===== src/rtl/motor_motion_sequencer_pkg.sv =====
// Shared state encoding, duty limits and duty helpers for the motion sequencer and motor_driver.
// Duty is 0..100 where 100 means stopped, so "slower" is numerically larger.
package motor_motion_sequencer_pkg;

    typedef enum logic [2:0] {
        ST_IDLE     = 3'd0,
        ST_RAMP     = 3'd1,
        ST_HOLD     = 3'd2,
        ST_STOPRAMP = 3'd3,
        ST_ESTOP    = 3'd4
    } state_t;

    localparam logic [7:0] DUTY_STOP = 8'd100;
    localparam logic [7:0] DUTY_MAX  = 8'd100;

    function automatic logic [7:0] clamp_duty(input logic [7:0] d);
        return (d > DUTY_MAX) ? DUTY_MAX : d;
    endfunction

    function automatic logic [7:0] step_toward(input logic [7:0] cur, input logic [7:0] tgt);
        if (tgt > cur)
            return cur + 8'd1;
        else if (tgt < cur)
            return cur - 8'd1;
        else
            return cur;
    endfunction

endpackage


===== src/rtl/motor_motion_sequencer_ms_tick_gen.sv =====
// Free-running prescaler: one-cycle tick every TICK_DIV clocks, first tick TICK_DIV clocks after reset.
module ms_tick_gen #(
    parameter int TICK_DIV = 50000
) (
    input  logic clk,
    input  logic n_rst,
    output logic tick
);

    localparam int CW = (TICK_DIV > 1) ? $clog2(TICK_DIV) : 1;

    logic [CW-1:0] cnt;
    logic          wrap;

    assign wrap = (cnt == CW'(TICK_DIV - 1));

    always_ff @(posedge clk or negedge n_rst) begin
        if (!n_rst) begin
            cnt  <= '0;
            tick <= 1'b0;
        end else begin
            cnt  <= wrap ? '0 : cnt + 1'b1;
            tick <= wrap;
        end
    end

endmodule


===== src/rtl/motor_motion_sequencer.sv =====
// Timed speed-command sequencer for motor_driver: ramp to target, hold, ramp back to stop.
// estop overrides everything and forces the motor stopped on the next edge.
module motor_motion_sequencer
    import motor_motion_sequencer_pkg::*;
#(
    parameter int TICK_DIV   = 50000,
    parameter int RAMP_TICKS = 5,
    parameter int MS_W       = 16
) (
    input  logic            clk,
    input  logic            n_rst,
    input  logic            cmd_valid,
    output logic            cmd_ready,
    input  logic [7:0]      cmd_duty,
    input  logic [MS_W-1:0] cmd_ms,
    input  logic            estop,
    output logic [7:0]      duty_cycle,
    output logic            motor_en,
    output logic            busy,
    output logic            done
);

    localparam int RW = $clog2(RAMP_TICKS + 1);

    state_t          state, state_n;
    logic [7:0]      duty, duty_n;
    logic [7:0]      target, target_n;
    logic [MS_W-1:0] ms_lat, ms_n;
    logic [MS_W-1:0] hold_cnt, hold_n;
    logic [RW-1:0]   ramp_cnt, ramp_n;
    logic            en, en_n;
    logic            done_q, done_n;
    logic            tick;
    logic            ramp_step;
    logic            accept;
    logic [7:0]      stepped;

    ms_tick_gen #(.TICK_DIV(TICK_DIV)) u_tick (
        .clk   (clk),
        .n_rst (n_rst),
        .tick  (tick)
    );

    assign cmd_ready  = (state == ST_IDLE) || (state == ST_HOLD);
    assign busy       = (state != ST_IDLE);
    assign duty_cycle = duty;
    assign motor_en   = en;
    assign done       = done_q;
    assign accept     = cmd_valid && cmd_ready;
    assign ramp_step  = tick && (ramp_cnt == RW'(RAMP_TICKS - 1));
    assign stepped    = step_toward(duty, target);

    always_comb begin
        state_n  = state;
        duty_n   = duty;
        target_n = target;
        ms_n     = ms_lat;
        hold_n   = hold_cnt;
        done_n   = 1'b0;

        if (estop) begin
            state_n = ST_ESTOP;
            duty_n  = DUTY_STOP;
        end else begin
            case (state)
                ST_IDLE: begin
                    duty_n = DUTY_STOP;
                    if (accept) begin
                        target_n = clamp_duty(cmd_duty);
                        ms_n     = cmd_ms;
                        state_n  = ST_RAMP;
                    end
                end
                ST_RAMP: begin
                    // Already at target: no tick wait before holding.
                    if (duty == target) begin
                        state_n = ST_HOLD;
                        hold_n  = ms_lat;
                    end else if (ramp_step) begin
                        duty_n = stepped;
                        if (stepped == target) begin
                            state_n = ST_HOLD;
                            hold_n  = ms_lat;
                        end
                    end
                end
                ST_HOLD: begin
                    // A new command takes priority over expiry of the current hold.
                    if (accept) begin
                        target_n = clamp_duty(cmd_duty);
                        ms_n     = cmd_ms;
                        state_n  = ST_RAMP;
                    end else if ((ms_lat != '0) && tick) begin
                        if (hold_cnt <= MS_W'(1)) begin
                            hold_n  = '0;
                            state_n = ST_STOPRAMP;
                        end else begin
                            hold_n = hold_cnt - 1'b1;
                        end
                    end
                end
                ST_STOPRAMP: begin
                    if (duty >= DUTY_STOP) begin
                        state_n = ST_IDLE;
                        done_n  = 1'b1;
                    end else if (ramp_step) begin
                        duty_n = duty + 8'd1;
                        if (duty + 8'd1 == DUTY_STOP) begin
                            state_n = ST_IDLE;
                            done_n  = 1'b1;
                        end
                    end
                end
                ST_ESTOP: begin
                    state_n = ST_IDLE;
                    duty_n  = DUTY_STOP;
                end
                default: begin
                    state_n = ST_IDLE;
                    duty_n  = DUTY_STOP;
                end
            endcase
        end

        // Restart the step interval on every state change so each ramp gets a full first step.
        if ((state_n != state) || !((state == ST_RAMP) || (state == ST_STOPRAMP)))
            ramp_n = '0;
        else if (ramp_step)
            ramp_n = '0;
        else if (tick)
            ramp_n = ramp_cnt + 1'b1;
        else
            ramp_n = ramp_cnt;

        en_n = (state_n == ST_RAMP) || (state_n == ST_HOLD) || (state_n == ST_STOPRAMP);
    end

    always_ff @(posedge clk or negedge n_rst) begin
        if (!n_rst) begin
            state    <= ST_IDLE;
            duty     <= DUTY_STOP;
            target   <= DUTY_STOP;
            ms_lat   <= '0;
            hold_cnt <= '0;
            ramp_cnt <= '0;
            en       <= 1'b0;
            done_q   <= 1'b0;
        end else begin
            state    <= state_n;
            duty     <= duty_n;
            target   <= target_n;
            ms_lat   <= ms_n;
            hold_cnt <= hold_n;
            ramp_cnt <= ramp_n;
            en       <= en_n;
            done_q   <= done_n;
        end
    end

endmodule

===== config.mk =====
export PLATFORM = sky130hd
export DESIGN_NAME = motor_motion_sequencer
export DESIGN_NICKNAME = d
export VERILOG_FILES = /design/src/rtl/motor_motion_sequencer_pkg.sv /design/src/rtl/motor_motion_sequencer_ms_tick_gen.sv /design/src/rtl/motor_motion_sequencer.sv
export SDC_FILE = /design/constraint.sdc
export NUM_CORES = 1
export LEC_CHECK = 0
export CAP_MARGIN = 30
export CORE_MARGIN = 2
export CORE_UTILIZATION = 45
export CTS_BUF_LIST = sky130_fd_sc_hd__clkbuf_2
export DETAILED_ROUTE_END_ITERATION = 7
export GPL_TIMING_DRIVEN = 0
export PLACE_DENSITY = 0.65
export SETUP_SLACK_MARGIN = 0.2
export SLEW_MARGIN = 20
export SYNTH_ARGS = -nofsm -noshare
export SYNTH_HDL_FRONTEND = slang
export SYNTH_SLANG_ARGS = --single-unit
export TNS_END_PERCENT = 30

===== constraint.sdc =====
create_clock -name clk -period 2.9 [get_ports clk]
set_input_delay 0.435 -clock clk [delete_from_list [all_inputs] [get_ports clk]]
set_output_delay 0.435 -clock clk [all_outputs]
set_load 0.02 [all_outputs]

### Yosys cells after proc, flatten, opt, wreduce, memory -nomap -nowiden

Index checks and enable logic that the tools add are counted.

| cells by class | value |
|---|---|
| bitwise operators | 1 |
| add/sub/neg operators | 5 |
| multiplexer cells | 37 |
| shift operators | 0 |
| multiply operators | 0 |
| divide/modulo/power cells | 0 |
| reduce and logical (&&, ||, !) cells | 18 |
| magnitude comparators | 5 |
| equality and inequality tests | 21 |

Operators by type and width:

| operator | number |
|---|---|
| $mux W16 | 7 |
| $mux W8 | 8 |
| $mux W3 | 14 |
| $pmux W16 S2 | 1 |
| $pmux W8 S3 | 1 |
| $ne A3 B3 Y1 const B | 6 |
| $add A16 B1 Y16 const B | 1 |
| $eq A16 B16 Y1 const B | 1 |
| $eq A8 B8 Y1 | 2 |
| $le A16 B1 Y1 const B | 1 |
| $reduce_bool A16 Y1 | 1 |
| $sub A16 B1 Y16 const B | 1 |
| $eq A3 B2 Y1 const B | 4 |
| $pmux W3 S4 | 1 |
| $add A8 B1 Y8 const B | 1 |
| $eq A8 B7 Y1 const B | 1 |
| $ge A8 B7 Y1 const B | 1 |
| $gt A8 B7 Y1 const B | 1 |
| $gt A8 B8 Y1 | 1 |
| $lt A8 B8 Y1 | 1 |
| $sub A8 B1 Y8 const B | 1 |
| $eq A3 B1 Y1 const B | 2 |
| $reduce_and A6 Y1 | 1 |
| $reduce_bool A3 Y1 | 2 |
| other kinds (15) | 26 |

| word-level totals | value |
|---|---|
| bits in registers | 73 |
| memory bits (read-only) | 0 |
| RAM bits | 0 |
| word-level logic and storage cells | 97 |
| latch bits | 0 |
| memories kept | 0 |
| input bits | 28 |

### Logic depth before layout (Yosys ltp)

| depth | value |
|---|---|
| depth in word-level cells | 12 |
| gate-level depth with buffers | 14 |
| mapped depth without buffers | 11 |

### By module

A second synthesis with hierarchy kept.

| second synthesis, totals | value |
|---|---|
| cell total of the unflattened synthesis | 551 |
| area total of the unflattened synthesis | 4608.2 um^2 |

Modules (own cells, without submodules):

| module | area each (um^2) | cells each | times used |
|---|---|---|---|
| motor_motion_sequencer | 3832.4 | 482 | 1 |
| ms_tick_gen | 775.7 | 69 | 1 |

### Worst setup path before layout

Ideal clock, no wire load.

| timing | value |
|---|---|
| kind | flip-flop to flip-flop |
| from | register duty[6], in the netlist duty_cycle[6] |
| to | register hold_cnt[6] |
| library setup time | 0.118 ns |
| stages on the path, launching flop included | 14 |
| data required time | 2.782 ns |
| path slack | -0.394 ns |
| arrival | 3.176 ns |
| path through | dfstp_2 > buf_4 > inv_1 > ha_1 > nand4_1 > or2_1 > clkbuf_1 > nand2_1 > a21oi_1 > or3_1 > a211oi_2 > nand4_2 > o41a_1 > a21o_1 |

| between the ends | value |
|---|---|
| word-level cells in the longest chain between the ends | 6 |
| elaborated cells between the ends (all ways) | 13 |
| classes of those cells | add/sub: 2; order compare: 2; eq/ne: 4; mux: 4; reduce/logical: 1 |

Ends and longest elaborated chain:

| element | RTL line | source |
|---|---|---|
| start, declared | motor_motion_sequencer.sv:26 | `logic [7:0] duty, duty_n;` |
| start signal, assigned | motor_motion_sequencer.sv:150 | `duty <= duty_n;` |
| $sub A8 B1 Y8 or $lt A8 B8 Y1 (tied branches) | motor_motion_sequencer_pkg.sv:24, motor_motion_sequencer_pkg.sv:23 |  |
| $mux W8 | motor_motion_sequencer_pkg.sv:23 | `else if (tgt < cur)` |
| $mux W8 | motor_motion_sequencer_pkg.sv:21 | `if (tgt > cur)` |
| $eq A8 B8 Y1 | motor_motion_sequencer.sv:81 | `if (stepped == target) begin` |
| $ne A3 B3 Y1 (no source line) | -- |  |
| $reduce_and A6 Y1 (no source line) | -- |  |
| end signal, assigned | motor_motion_sequencer.sv:153 | `hold_cnt <= hold_n;` |
| end, declared | motor_motion_sequencer.sv:29 | `logic [MS_W-1:0] hold_cnt, hold_n;` |

Several ways; a longest one is shown, not always the timed one.
A chain may end at the register's enable or synchronous reset.

### Worst setup path after layout

| timing | value |
|---|---|
| from | register duty[2], in the netlist duty_cycle[2] |
| to | register hold_cnt[11] |

Same word-level chain as after synthesis.

==> results.ini <==
[yosys]
synth_cells=570
yosysMostFrequentCell=nand2_1
synth_fp_nets=613
synth.area.top_cells=dfrtp_1 (35%), nand2_1 (6.6%), nor2_1 (4.4%), a21oi_1 (4.1%), ha_1 (3.9%)
ys_seq_area_frac=0.381
syn_avg_cell_area_um2=8.45
ys_types=72
synth_top_area_frac=0.348
synthArstFlopShare=1.00
synth_edf_count=0
yosysTopAreaCell=dfrtp_1
synthFlopType=dfrtp_1
syn_area_mm2=0.00481
synthTopCellsByCount=nand2_1 (85), dfrtp_1 (67), nor2_1 (56)
ys_ff_latch=73
synth_warnings=0

[die]
die_y_um=107
die_x_um=107
start_util=0.464
num_rows=37
ios=40
dieArea_mm2=0.0115
core_area_mm2=0.0104

[clocking]
cts_tree=built
max-clock-path-buffers=2
clk_latency_ps=540
root_buffer=clkbuf_2
clkTransAtPathRegs_ps=280
cts.sinks=73
cts-buffers-inserted=9
cts.htree.levels=3

[sta]
hold_viol_final=0
fmax_mhz=300
holdWs_ps=354
finalSetupViolations=19
rsz0062_at_grt=true
worstMarginPinSlew_ps=750
fin_ws_ps=-428
drv_slew=0
fin_crit_sh=1.15
slew_headroom=0.496
finClkSkew_ps=57.5
min_period_ps=3330

[grt]
grt_max_degree=39
grt_pass1_vias=4625
grt_util_all_layers=0.257
grt_pass1_wl_mm=23.6
globalRouteOverflowTotal=0
antenna_found_initial=0

[pwr]
seqPwrFrac=0.487
switchingPower_w=0.000887
p_sw_frac=0.364
power_frac_comb=0.281
p_per_area_mw_per_mm2=381
p_int_w=0.00155
p_total_w=0.00244
leakagePower_nw=2.57
irDropWorstVdd_mv=0.263
power.share.clock=0.232

[critical_path]
slowest_stage=dfstp_2
worst_ep_arrival_time_ps=3770
cpPeakStageDelay_ps=600
crit_path_start_kind=flip-flop
r2r_slack_ps=-430
critical_path_class=flip-flop to flip-flop
reg2reg_depth=13
crit_required_ps=3340
crit_fanout=7
cp_top_family=compound AO/OA/AOI/OAI gates
critPathBufInv=4
end_kind=flip-flop
cp_num_cells=13
crit_chain=buf_8, clkinvlp_4, ha_4, o211ai_1, buf_4, buf_6, a21oi_4, nor4b_4, a41oi_2, mux2i_2, nand4_1, o21ai_4, mux2_1
r2r-end=hold_cnt[11]$_DFFE_PN0P_
r2r_start=duty_cycle[2]$_DFFE_PN1P_

[finish]
num_antenna_cells=0
final_area_mm2=0.00639
area_delta_synth_final_pct=32.8
drive_above_1_share=0.235
final_nets=705
fill_cells=929
final_util=0.617
fin_cells=803

[worst_hold_path]
min_path_type=input port to asynchronous set/reset pin

[place]
dp.cells=747
dpl_cell_area_mm2=0.00549
dpl.hpwl_mm=10.2
gp_congestion=0.977
io_buffers=39

[detailed_routing]
num_vias=4811
drt_first_iter_violations=488
dr.pass1.iters=5
vias_per_cell=5.99
final_antenna_net_count=0
wire_per_inst_um=18.1
drt_wl_total_mm=14.5
remaining_drc_errors=0

[status]
outcome=finished, violations left
violations=negative setup slack

[run]
maxCapViolCount=0

through the flow:
| stage | setup TNS [ps] | setup WS (ps) |
|---|---|---|
| floorplan | -2640 | -198 |
| global placement | -99630 | -1540 |
| detailed placement | -12140 | -667 |
| CTS | -6410 | -377 |
| global route | -8790 | -534 |
| finish | -6980 | -428 |
area by class of cell:
cell class,count,area (µm²),area share
Clock buffer,9,45.0,0.00705
Timing Repair Buffer,81,774,0.121
Tap cell,136,170,0.0266
Inverter,22,88.8,0.0139
Clock inverter,7,60.1,0.00939
Multi-Input combinational cell,447,3210,0.503
Buffer,28,203,0.0317
Sequential cell,73,1840,0.287
worst max-delay path by stage:
stage	from	end	slack (ps)
after CTS	duty_cycle[7]$_DFFE_PN0P_	hold_cnt[5]$_DFFE_PN0P_	-380
after detailed placement	duty_cycle[6]$_DFFE_PN1P_	hold_cnt[11]$_DFFE_PN0P_	-670
after global routing	duty_cycle[2]$_DFFE_PN1P_	hold_cnt[0]$_DFFE_PN0P_	-530
after floorplan	duty_cycle[6]$_DFFE_PN1P_	hold_cnt[11]$_DFFE_PN0P_	-200
final	duty_cycle[2]$_DFFE_PN1P_	hold_cnt[11]$_DFFE_PN0P_	-430
after global placement	n_rst	duty_cycle[1]$_DFFE_PN0P_	-1540
registers in the layout, indices dropped and copies added, names as in the netlist, 3 cells and up:
name / count
hold_cnt: 16
u_tick.cnt: 16
ramp_cnt: 3
state: 3
ms_lat: 16
duty_cycle: 8
target: 8
worst reg2reg max path, stage by stage, from the launching register on:
cell        delay [ps]
dfstp_2            600
buf_8              110
clkinvlp_4         120
ha_4               290
o211ai_1            80
buf_4              160
buf_6              120
a21oi_4            280
nor4b_4            110
a41oi_2            230
mux2i_2            320
nand4_1            220
o21ai_4            280
mux2_1             350
kinds of logic (layout without fill, tap and decap cells):
kind of cell,count (synthesis),after routing,share of synthesized area
and+or+nand+nor,250,250,0.252
DFF,73,73,0.381
xor gates and xnor gates,23,23,0.0418
muxes,8,8,0.0172
AOI/OAI and AO/OA,151,151,0.223
buffers and inverters,50,147,0.0452
adders and majority gates,15,15,0.0390
power groups by stage:
stage	combinational (W)	clock (W)	sequential, W
final	0.000684	0.000565	0.00119
after global routing	0.000744	0.000617	0.00120
after CTS	0.000611	0.000572	0.00118
after detailed placement	0.000487	0	0.00120
after global placement	0.000480	0	0.00120
after floorplan	0.000332	0	0.00117
placed cells by master (no fill, tap or decap), types with 6 or more instances in the layout:
master / n
clkdlybuf4s50_1: 38
o21ai_0: 15
clkbuf_1: 15
o22ai_1: 6
buf_6: 12
nor3_1: 21
nor4_1: 11
clkbuf_2: 10
nor2_1: 51
buf_4: 31
a21oi_1: 33
o31ai_1: 7
nand3_1: 17
a211oi_1: 6
ha_1: 11
xor2_1: 10
and3_1: 6
a32oi_1: 7
inv_1: 19
dfstp_2: 6
dfrtp_1: 64
xnor2_1: 9
nand4_1: 11
nand2_1: 82
metal layers:
metal / vias up / wire length [µm] / global-route usage / share of wire
li1: 2302 / - / - / -
met1: 2303 / 6670 / 0.364 / 0.46
met5: - / 0 / 0 / 0
met2: 177 / 6710 / 0.406 / 0.46
met4: 0 / 252 / 0.0760 / 0.017
met3: 29 / 917 / 0.0424 / 0.063
what timing repair did:
item                                    4_1_cts  5_1_grt
resized for setup                            62       38
endpoints found under the setup margin       29       31
pin swaps                                    33       25
buffers inserted                             27       11
hold buffers                                  1        0
cloned                                        1        0
endpoints found under the hold margin        34        0
(Power assumes the default switching activity.)
